File: src/rtl/mem_arbiter_pkg.sv
// mem_arbiter_pkg: shared FSM state encodings, funct3 access sizes and alignment helper
package mem_arbiter_pkg;

    localparam logic [2:0] SZ_B  = 3'b000;
    localparam logic [2:0] SZ_H  = 3'b001;
    localparam logic [2:0] SZ_W  = 3'b010;
    localparam logic [2:0] SZ_BU = 3'b100;
    localparam logic [2:0] SZ_HU = 3'b101;

    typedef enum logic [1:0] {
        ST_IDLE,
        ST_IF_WAIT,
        ST_D_WAIT,
        ST_HALTED
    } state_t;

    // reserved funct3 codes count as misaligned so they never reach memory
    function automatic logic misaligned(input logic [2:0] size, input logic [1:0] lane);
        return (size == SZ_B || size == SZ_BU) ? 1'b0 :
               (size == SZ_H || size == SZ_HU) ? lane[0] :
               (size == SZ_W) ? (lane != 2'b00) : 1'b1;
    endfunction

endpackage

File: src/rtl/mem_lane_fmt.sv
// mem_lane_fmt: store lane replication/strobes and load lane extraction with sign/zero extension
import mem_arbiter_pkg::*;

module mem_lane_fmt (
    input  logic [2:0]  st_size,
    input  logic [1:0]  st_lane,
    input  logic [31:0] st_data,
    output logic [3:0]  st_strb,
    output logic [31:0] st_wdata,
    input  logic [2:0]  ld_size,
    input  logic [1:0]  ld_lane,
    input  logic [31:0] ld_raw,
    output logic [31:0] ld_data
);

    logic [7:0]  b;
    logic [15:0] h;

    // strobes follow the byte offset; narrow data is replicated so any lane carries it
    always_comb begin
        st_strb  = st_size[1:0] == 2'b00 ? 4'b0001 << st_lane :
                   st_size[1:0] == 2'b01 ? 4'b0011 << st_lane : 4'b1111;
        st_wdata = st_size[1:0] == 2'b00 ? {4{st_data[7:0]}} :
                   st_size[1:0] == 2'b01 ? {2{st_data[15:0]}} : st_data;
        b        = ld_raw[{ld_lane, 3'b000} +: 8];
        h        = ld_lane[1] ? ld_raw[31:16] : ld_raw[15:0];
        ld_data  = ld_size == SZ_B  ? {{24{b[7]}}, b} :
                   ld_size == SZ_BU ? {24'b0, b} :
                   ld_size == SZ_H  ? {{16{h[15]}}, h} :
                   ld_size == SZ_HU ? {16'b0, h} : ld_raw;
    end

endmodule

File: src/rtl/mem_arbiter.sv
// mem_arbiter: single-port memory arbiter between instruction fetch and load/store, data first
import mem_arbiter_pkg::*;

module mem_arbiter (
    input  logic        clk,
    input  logic        rst,
    input  logic        if_req,
    input  logic [31:0] if_addr,
    output logic [31:0] if_rdata,
    output logic        if_valid,
    input  logic        d_req,
    input  logic        d_we,
    input  logic [2:0]  d_size,
    input  logic [31:0] d_addr,
    input  logic [31:0] d_wdata,
    output logic [31:0] d_rdata,
    output logic        d_valid,
    output logic        d_err,
    input  logic        halt,
    output logic        stall,
    output logic        mem_en,
    output logic [3:0]  mem_we,
    output logic [31:0] mem_addr,
    output logic [31:0] mem_wdata,
    input  logic [31:0] mem_rdata
);

    state_t      state, next;
    logic        we_q;
    logic [2:0]  size_q;
    logic [1:0]  lane_q;
    logic        d_bad;
    logic [3:0]  strb;
    logic [31:0] wfmt, ld_data;

    assign d_bad = misaligned(d_size, d_addr[1:0]);

    mem_lane_fmt u_fmt (
        .st_size  (d_size),
        .st_lane  (d_addr[1:0]),
        .st_data  (d_wdata),
        .st_strb  (strb),
        .st_wdata (wfmt),
        .ld_size  (size_q),
        .ld_lane  (lane_q),
        .ld_raw   (mem_rdata),
        .ld_data  (ld_data)
    );

    // state register; reset abandons any access in flight
    always_ff @(posedge clk or posedge rst) begin
        if (rst) state <= ST_IDLE;
        else     state <= next;
    end

    // capture the data access attributes on the issue cycle for the return cycle
    always_ff @(posedge clk or posedge rst) begin
        if (rst) begin
            we_q   <= 1'b0;
            size_q <= SZ_W;
            lane_q <= 2'b00;
        end else if (state == ST_IDLE && !halt && d_req && !d_bad) begin
            we_q   <= d_we;
            size_q <= d_size;
            lane_q <= d_addr[1:0];
        end
    end

    // next state and all outputs; everything is held at zero while rst is asserted
    always_comb begin
        next      = state;
        mem_en    = 1'b0;
        mem_we    = 4'b0;
        mem_addr  = 32'b0;
        mem_wdata = 32'b0;
        if_rdata  = 32'b0;
        if_valid  = 1'b0;
        d_rdata   = 32'b0;
        d_valid   = 1'b0;
        d_err     = 1'b0;
        stall     = 1'b0;
        if (!rst) begin
            case (state)
                ST_IDLE: begin
                    if (halt) begin
                        next = ST_HALTED;
                    end else if (d_req) begin
                        if (d_bad) begin
                            d_err = 1'b1;
                        end else begin
                            mem_en    = 1'b1;
                            mem_addr  = d_addr & 32'hFFFF_FFFC;
                            mem_we    = d_we ? strb : 4'b0;
                            mem_wdata = d_we ? wfmt : 32'b0;
                            next      = ST_D_WAIT;
                        end
                    end else if (if_req) begin
                        mem_en   = 1'b1;
                        mem_addr = if_addr & 32'hFFFF_FFFC;
                        next     = ST_IF_WAIT;
                    end
                end
                ST_IF_WAIT: begin
                    if_rdata = mem_rdata;
                    if_valid = 1'b1;
                    next     = ST_IDLE;
                end
                ST_D_WAIT: begin
                    d_rdata = we_q ? 32'b0 : ld_data;
                    d_valid = 1'b1;
                    next    = ST_IDLE;
                end
                default: ;
            endcase
            stall = (d_req && !d_valid) || (if_req && !if_valid) || state == ST_HALTED;
        end
    end

endmodule

File: config.mk
export PLATFORM = sky130hd
export DESIGN_NAME = mem_arbiter
export DESIGN_NICKNAME = d
export VERILOG_FILES = /design/src/rtl/mem_arbiter_pkg.sv /design/src/rtl/mem_lane_fmt.sv /design/src/rtl/mem_arbiter.sv
export SDC_FILE = /design/constraint.sdc
export NUM_CORES = 1
export LEC_CHECK = 0
export CORE_AREA = 2 2 107 109
export DETAILED_ROUTE_END_ITERATION = 8
export DIE_AREA = 0 0 109 111
export HOLD_SLACK_MARGIN = 0.03
export PLACE_DENSITY = 0.7
export SLEW_MARGIN = 10
export SYNTH_ARGS = -nofsm -noshare
export SYNTH_HDL_FRONTEND = slang
export SYNTH_SLANG_ARGS = --single-unit
File: constraint.sdc
create_clock -name clk -period 2.1 [get_ports clk]
set_input_delay 0.315 -clock clk [delete_from_list [all_inputs] [get_ports clk]]
set_output_delay 0.315 -clock clk [all_outputs]
set_load 0.005 [all_outputs]
==> results.sh, run 1 <==
export IMPL_violations="setup timing"
export IMPL_synth_top_cell_area_share=0.1301
export IMPL_finalHoldViolations=0
export IMPL_syn_area_um2=2683
export IMPL_fin_area_um2=7307
export IMPL_power_mw=4.684
export IMPL_clock_tree_root_cell="clkbuf_16"
export IMPL_slowest_stage="dfrtp_2"
export IMPL_utilization=0.6597
export IMPL_clk_pin_slew_worst_paths_ns=0.04
export IMPL_fillers=942
export IMPL_irDropWorstVdd_uv=364.0
export IMPL_grt_total_usage=0.2578
export IMPL_syn_avg_cell_area_um2=6.706
export IMPL_drc=0
export IMPL_die_width_um=109
export IMPL_htree_levels=1
export IMPL_vias_per_cell=5.015
export IMPL_initial_core_util=0.2422
export IMPL_dpl_instance_area_um2=6141
export IMPL_critPathCaptureType="output port"
export IMPL_finalNetCount=950
export IMPL_grt_pass1_vias=4807
export IMPL_cpPeakStageDelay_ns=0.47
export IMPL_ys_warn_count=0
export IMPL_synth_async_reset_ratio=1.000
export IMPL_drt_total_wl_um=17070
export IMPL_cts_hold_buf=0
export IMPL_die_area_um2=12100
export IMPL_timing_fmax_ghz=0.4249
export IMPL_criticalPathCategory="reg2out"
export IMPL_drv_cap=0
export IMPL_grt_max_degree=33
export IMPL_ios=274
export IMPL_cp_arrival_ns=2.04
export IMPL_cts_sinks=8
export IMPL_synth_edff_count=0
export IMPL_layout_cells_non_filler=947
export IMPL_post_route_min_period_ns=2.354
export IMPL_postLayoutSetupSlackWorst_ns=-0.2538
export IMPL_post_route_period_util=1.121
export IMPL_pwr_density_cell_nw_per_um2=641.0
export IMPL_required_ns=1.78
export IMPL_syn_inst=400
export IMPL_antenna_cells=0
export IMPL_ys_seq_elements=8
export IMPL_layout_drive_gt1_share=0.5771
export IMPL_status="finished with violations"
export IMPL_cts_tree="yes"
export IMPL_dp_hpwl_um=11400
export IMPL_overflow=0
export IMPL_skew_ns=0.003273
export IMPL_crit_fanout=5
export IMPL_firstDrtPassIters=4
export IMPL_ant_nets=0
export IMPL_rsz0062_at_grt="true"
export IMPL_yosys_top_cells_area="nor2_1 13%, and2_1 9.3%, mux2i_1 9.0%"
export IMPL_vias=4749
export IMPL_die_y_um=111
export IMPL_synth_top_cell_by_area="nor2_1"
export IMPL_crit_top_cell="buf_6"
export IMPL_setup_viol=104
export IMPL_cts_inserted_buffers=3
export IMPL_numPlacedInstances=868
export IMPL_ys_seq_area_frac=0.07509
export IMPL_whs_ns=0.4492
export IMPL_ys_types=48
export IMPL_start_kind="register"
export IMPL_antenna_found_initial=0
export IMPL_numPortBuffers=269
export IMPL_ys_flop_type="dfrtp_1"
export IMPL_gp_congestion=0.9465
export IMPL_path_cells="mux2i_4 > nor3b_4 > buf_4 > o211ai_4 > buf_6 > buf_6 > buf_6 > o21ai_2 > buf_2"
export IMPL_core_um2=11080
export IMPL_area_delta_synth_final_pct=172.4
export IMPL_hp_class="in2reg"
export IMPL_grt_pass1_wl_um=24520
export IMPL_slew_viol_final=0
export IMPL_clk_path_buf_depth=2
export IMPL_wl_per_cell_um=18.03
export IMPL_rows=39
export IMPL_drtIter0Drc=222
export IMPL_leakagePower_nw=3.368
export IMPL_clk_latency_ns=0.24
[report_power, final]
part	internal [mW]	switching [mW]	total, mW
Combinational	2.14	1.82	3.96
Sequential	0.243	0.145	0.388
Clock	0.254	0.0820	0.336
Total	2.64	2.05	4.68
[metal layers]
metal  share of wire  track usage  vias up
met3           0.053      0.04056       36
met2            0.54       0.4774      177
met4           0.026      0.08120        0
li1                -            -     2250
met5               0            0        -
met1            0.38       0.2949     2286
[cell type report]
cell class	count	area, um^2	share of cell area
well taps	143	178.9	0.02449
repair buffers	438	3894	0.5329
flip-flops and latches	8	203.9	0.02791
clock buffers	4	78.83	0.01079
multi-input cells	345	2908	0.3979
inverters	9	43.79	0.005993
[cell usage after synthesis (3+ instances only)]
library cell / instances
ha_1: 8
nand2_1: 15
buf_4: 6
and2_1: 40
o21ai_0: 27
nor3_1: 14
a22oi_1: 30
clkbuf_1: 16
nor2_1: 93
mux2_2: 7
buf_6: 5
nand3_1: 3
buf_2: 9
nor2b_1: 4
dfrtp_1: 7
a211oi_1: 11
inv_1: 8
mux4_2: 4
o22ai_1: 13
o2111ai_1: 3
o32ai_1: 4
mux2i_1: 24
a21oi_1: 20
[layout by cell type (no fill, tap or decap), types with 4 or more instances in the layout]
master           count
a211oi_2             7
a21oi_1             11
a21oi_2              9
a22oi_2             30
and2_1              15
and2_4              25
buf_12              10
buf_16               4
buf_2               86
buf_4              104
buf_6               67
buf_8                6
clkbuf_16            4
clkbuf_2            20
clkdlybuf4s15_2      4
clkdlybuf4s50_1    124
dfrtp_1              5
dlygate4sd2_1        9
ha_1                 4
ha_4                 4
inv_4                4
mux2_2               6
mux2i_1             23
mux4_2               4
nand2_1             13
nor2_1              76
nor2_2              10
nor2_4               7
nor3_1               9
nor3_4               5
o21ai_0              9
o21ai_2             18
o22ai_1             13
o32ai_1              4
[worst max-delay path: cells and delay by family, from the launching register on]
family / cells / cell delay (ns)
AOI/OAI and AO/OA: 2 / 0.24
buffers and inverters: 5 / 0.65
DFF: 1 / 0.47
muxes: 1 / 0.35
and+or+nand+nor: 1 / 0.08
[cells by family (layout without fill, tap and decap cells)]
group | count (synthesis) | after routing | synth area share
flip-flops | 8 | 8 | 0.07510
AND/OR/NAND/NOR | 179 | 179 | 0.3256
multiplexers | 37 | 37 | 0.1651
AO/OA/AOI/OAI | 119 | 119 | 0.3008
other | 1 | 2 | 0.001398
buffers and inverters | 48 | 451 | 0.09468
adder cells (fa/ha/maj) | 8 | 8 | 0.03731
[timing repair]
| item | CTS | global route |
|---|---|---|
| cloned | 10 | 1 |
| buffers inserted | 48 | 35 |
| hold endpoints to repair | 0 | 0 |
| pin swaps | 38 | 59 |
| endpoints found under the setup margin | 140 | 129 |
| resized for setup | 560 | 230 |
[final timing paths]
path | from | to | cells after the start | slack, ns
max in group asynchronous | rst | size_q[1] | 4 | 1.29
setup / recovery | lane_q[1] | d_rdata[29] | 9 | -0.25
min in group asynchronous | rst | size_q[0] | 4 | 0.60
hold reg to reg | we_q | we_q | 1 | 0.58
setup reg to reg | state[0] | state[1] | 6 | 0.18
hold / removal | d_addr[0] | lane_q[0] | 3 | 0.45
[registers in the layout, indices dropped and copies added (netlist names)]
signal  cells
size_q      3
we_q        1
lane_q      2
state       2
[through the flow]
stage               setup TNS, ns  setup WS (ns)
floorplan                       0         0.2239
global placement           -63.96        -0.6680
detailed placement         -65.49        -0.6809
CTS                        -11.00        -0.3403
global route               -15.84        -0.3180
finish                     -8.108        -0.2538
Note: power is estimated with default switching activity, not from simulation.
==> run 2: changes to the inputs <==
--- a/config.mk
+++ b/config.mk
@@ -10,6 +10,7 @@
 export DIE_AREA = 0 0 109 111
 export HOLD_SLACK_MARGIN = 0.03
 export PLACE_DENSITY = 0.7
+export SKIP_CTS_REPAIR_TIMING = 1
 export SLEW_MARGIN = 10
 export SYNTH_ARGS = -nofsm -noshare
 export SYNTH_HDL_FRONTEND = slang
==> run 2 against run 1 <==
  * Setup slack better by 0.011 ns
  * Final cell count fell by 1.7%
  * Count of clock-buffer cells in the layout is the same
  * Global-route usage is 4.7 points lower
  * The flow still finishes with violations (setup timing)
  * Flip-flop and latch count is the same
  * Wire length decreased by 3.7%
  * Register-to-register slack gained 0.05 ns
  * Hold slack improved by 0.0048 ns
  * Via count decreased by 1.6%
  * First-iteration DRC count is 0.45% lower
==> results.sh, run 2 (synthesized netlist as in run 1, its figures left out) <==
export IMPL_r2r_setup_slack_ns=0.23
export IMPL_cts_sinks=8
export IMPL_wl_per_cell_um=17.66
export IMPL_initial_core_util=0.2422
export IMPL_drt_total_wl_um=16450
export IMPL_clk_pin_slew_worst_paths_ns=0.04
export IMPL_swShare=0.4371
export IMPL_top_register="size_q"
export IMPL_violations="setup timing"
export IMPL_cp_arrival_ns=2.03
export IMPL_numPlacedInstances=868
export IMPL_slew_viol_final=0
export IMPL_layout_common_cells="128 x clkdlybuf4s50_1, 109 x buf_4, 88 x dlymetal6s2s_1, 86 x nor2_1, 40 x and2_1"
export IMPL_clock_tree_root_cell="clkbuf_16"
export IMPL_drc=0
export IMPL_layout_cells_non_filler=931
export IMPL_critPathCaptureType="output port"
export IMPL_core_um2=11080
export IMPL_power_switching_mw=1.887
export IMPL_largest_register_ff_count=3
export IMPL_rows=39
export IMPL_utilization=0.6549
export IMPL_whs_ns=0.4539
export IMPL_clk_path_buf_depth=2
export IMPL_clk_latency_ns=0.23
export IMPL_skew_ns=0.002915
export IMPL_die_width_um=109
export IMPL_dpl_instance_area_um2=6141
export IMPL_firstDrtPassIters=4
export IMPL_rsz0062_at_grt="true"
export IMPL_fin_area_um2=7254
export IMPL_top_layer_used="met4"
export IMPL_grt_pass1_wl_um=20360
export IMPL_final_common_cell="clkdlybuf4s50_1"
export IMPL_numPortBuffers=269
export IMPL_gp_congestion=0.9465
export IMPL_timing_fmax_ghz=0.4269
export IMPL_setup_viol=52
export IMPL_vias_per_cell=5.019
export IMPL_reg_top3="size_q (3), lane_q (2), state (2)"
export IMPL_leakagePower_nw=4.432
export IMPL_post_route_min_period_ns=2.342
export IMPL_cts_tree="yes"
export IMPL_area_delta_synth_final_pct=170.4
export IMPL_start_kind="register"
export IMPL_hp_class="in2reg"
export IMPL_criticalPathCategory="reg2out"
export IMPL_ant_nets=0
export IMPL_seq_power_share=0.089
export IMPL_post_route_period_util=1.115
export IMPL_dr_wl_met2_um=8876
export IMPL_layout_drive_gt1_share=0.3845
export IMPL_irDropWorstVdd_uv=370.9
export IMPL_drv_cap=0
export IMPL_overflow=0
export IMPL_reg2regPathDepth=6
export IMPL_cts_inserted_buffers=3
export IMPL_p_comb_frac=0.834
export IMPL_finalNetCount=934
export IMPL_internal_power_mw=2.430
export IMPL_required_ns=1.78
export IMPL_pwr_density_cell_nw_per_um2=595.1
export IMPL_wl_met1_um=6331
export IMPL_htree_levels=1
export IMPL_hold_depth=3
export IMPL_hp_start="d_addr[0]"
export IMPL_postLayoutSetupSlackWorst_ns=-0.2423
export IMPL_die_y_um=111
export IMPL_drtIter0Drc=221
export IMPL_r2r_end="state[1]"
export IMPL_grt_max_degree=34
export IMPL_p_clk_frac=0.077
export IMPL_ios=274
export IMPL_crit_fanout=33
export IMPL_finalHoldViolations=0
export IMPL_dp_hpwl_um=11400
export IMPL_fin_tns_setup_ns=-5.612
export IMPL_r2r_start="state[0]"
export IMPL_grt_total_usage=0.2104
export IMPL_status="finished with violations"
export IMPL_vias=4673
export IMPL_wl_met3_um=892
export IMPL_worstHoldEndpoint="lane_q[0]"
export IMPL_antenna_cells=0
export IMPL_grt_pass1_vias=4124
export IMPL_antenna_found_initial=0
export IMPL_die_area_um2=12100
-- run 2: critical path, cell delays in order (launching register included) --
cell and delay (ns):
dfrtp_1 0.42, inv_2 0.11, buf_4 0.11, ha_1 0.14
inv_2 0.05, nor2_4 0.12, buf_12 0.17, and2_1 0.16
clkdlybuf4s50_1 0.50
-- run 2: area by class of cell --
type                       instances  area (um^2)
clock buffer                       4        78.83
fill                             919         3822
inverter                           9        36.28
multi-input combinational        347         2689
sequential                         8        203.9
tap                              143        178.9
timing repair buffer             420         4068
-- run 2: power groups by stage --
| stage | Sequential, mW | Combinational (mW) | Clock (mW) |
|---|---|---|---|
| floorplan | 0.318 | 1.39 | 0 |
| global placement | 0.355 | 2.86 | 0 |
| detailed placement | 0.357 | 2.91 | 0 |
| CTS | 0.358 | 2.92 | 0.340 |
| global route | 0.399 | 3.81 | 0.355 |
| finish | 0.386 | 3.60 | 0.332 |
-- run 2: layer usage --
layer  track usage  vias up
met5             0        -
met4       0.05043        0
li1              -     2223
met3       0.03821       32
met2        0.3810      168
met1        0.2520     2250
-- run 2: how the worst max path moves through the flow --
stage                     depth (start not counted)      start       endpoint
after CTS                                         6  lane_q[1]    d_rdata[20]
after global placement                            9  d_addr[0]   mem_addr[31]
after global routing                              8   state[1]   if_rdata[13]
after floorplan                                   7   state[0]    d_rdata[15]
final                                             8   state[1]   if_rdata[16]
after detailed placement                          9  d_addr[0]  mem_wdata[12]
-- run 2: per-stage QoR --
stage | setup slack, ns | total power, mW
after floorplan | 0.2239 | 1.708
after global placement | -0.6680 | 3.210
after detailed placement | -0.6809 | 3.266
after CTS | -0.7756 | 3.620
after global routing | -0.3307 | 4.568
final | -0.2423 | 4.317
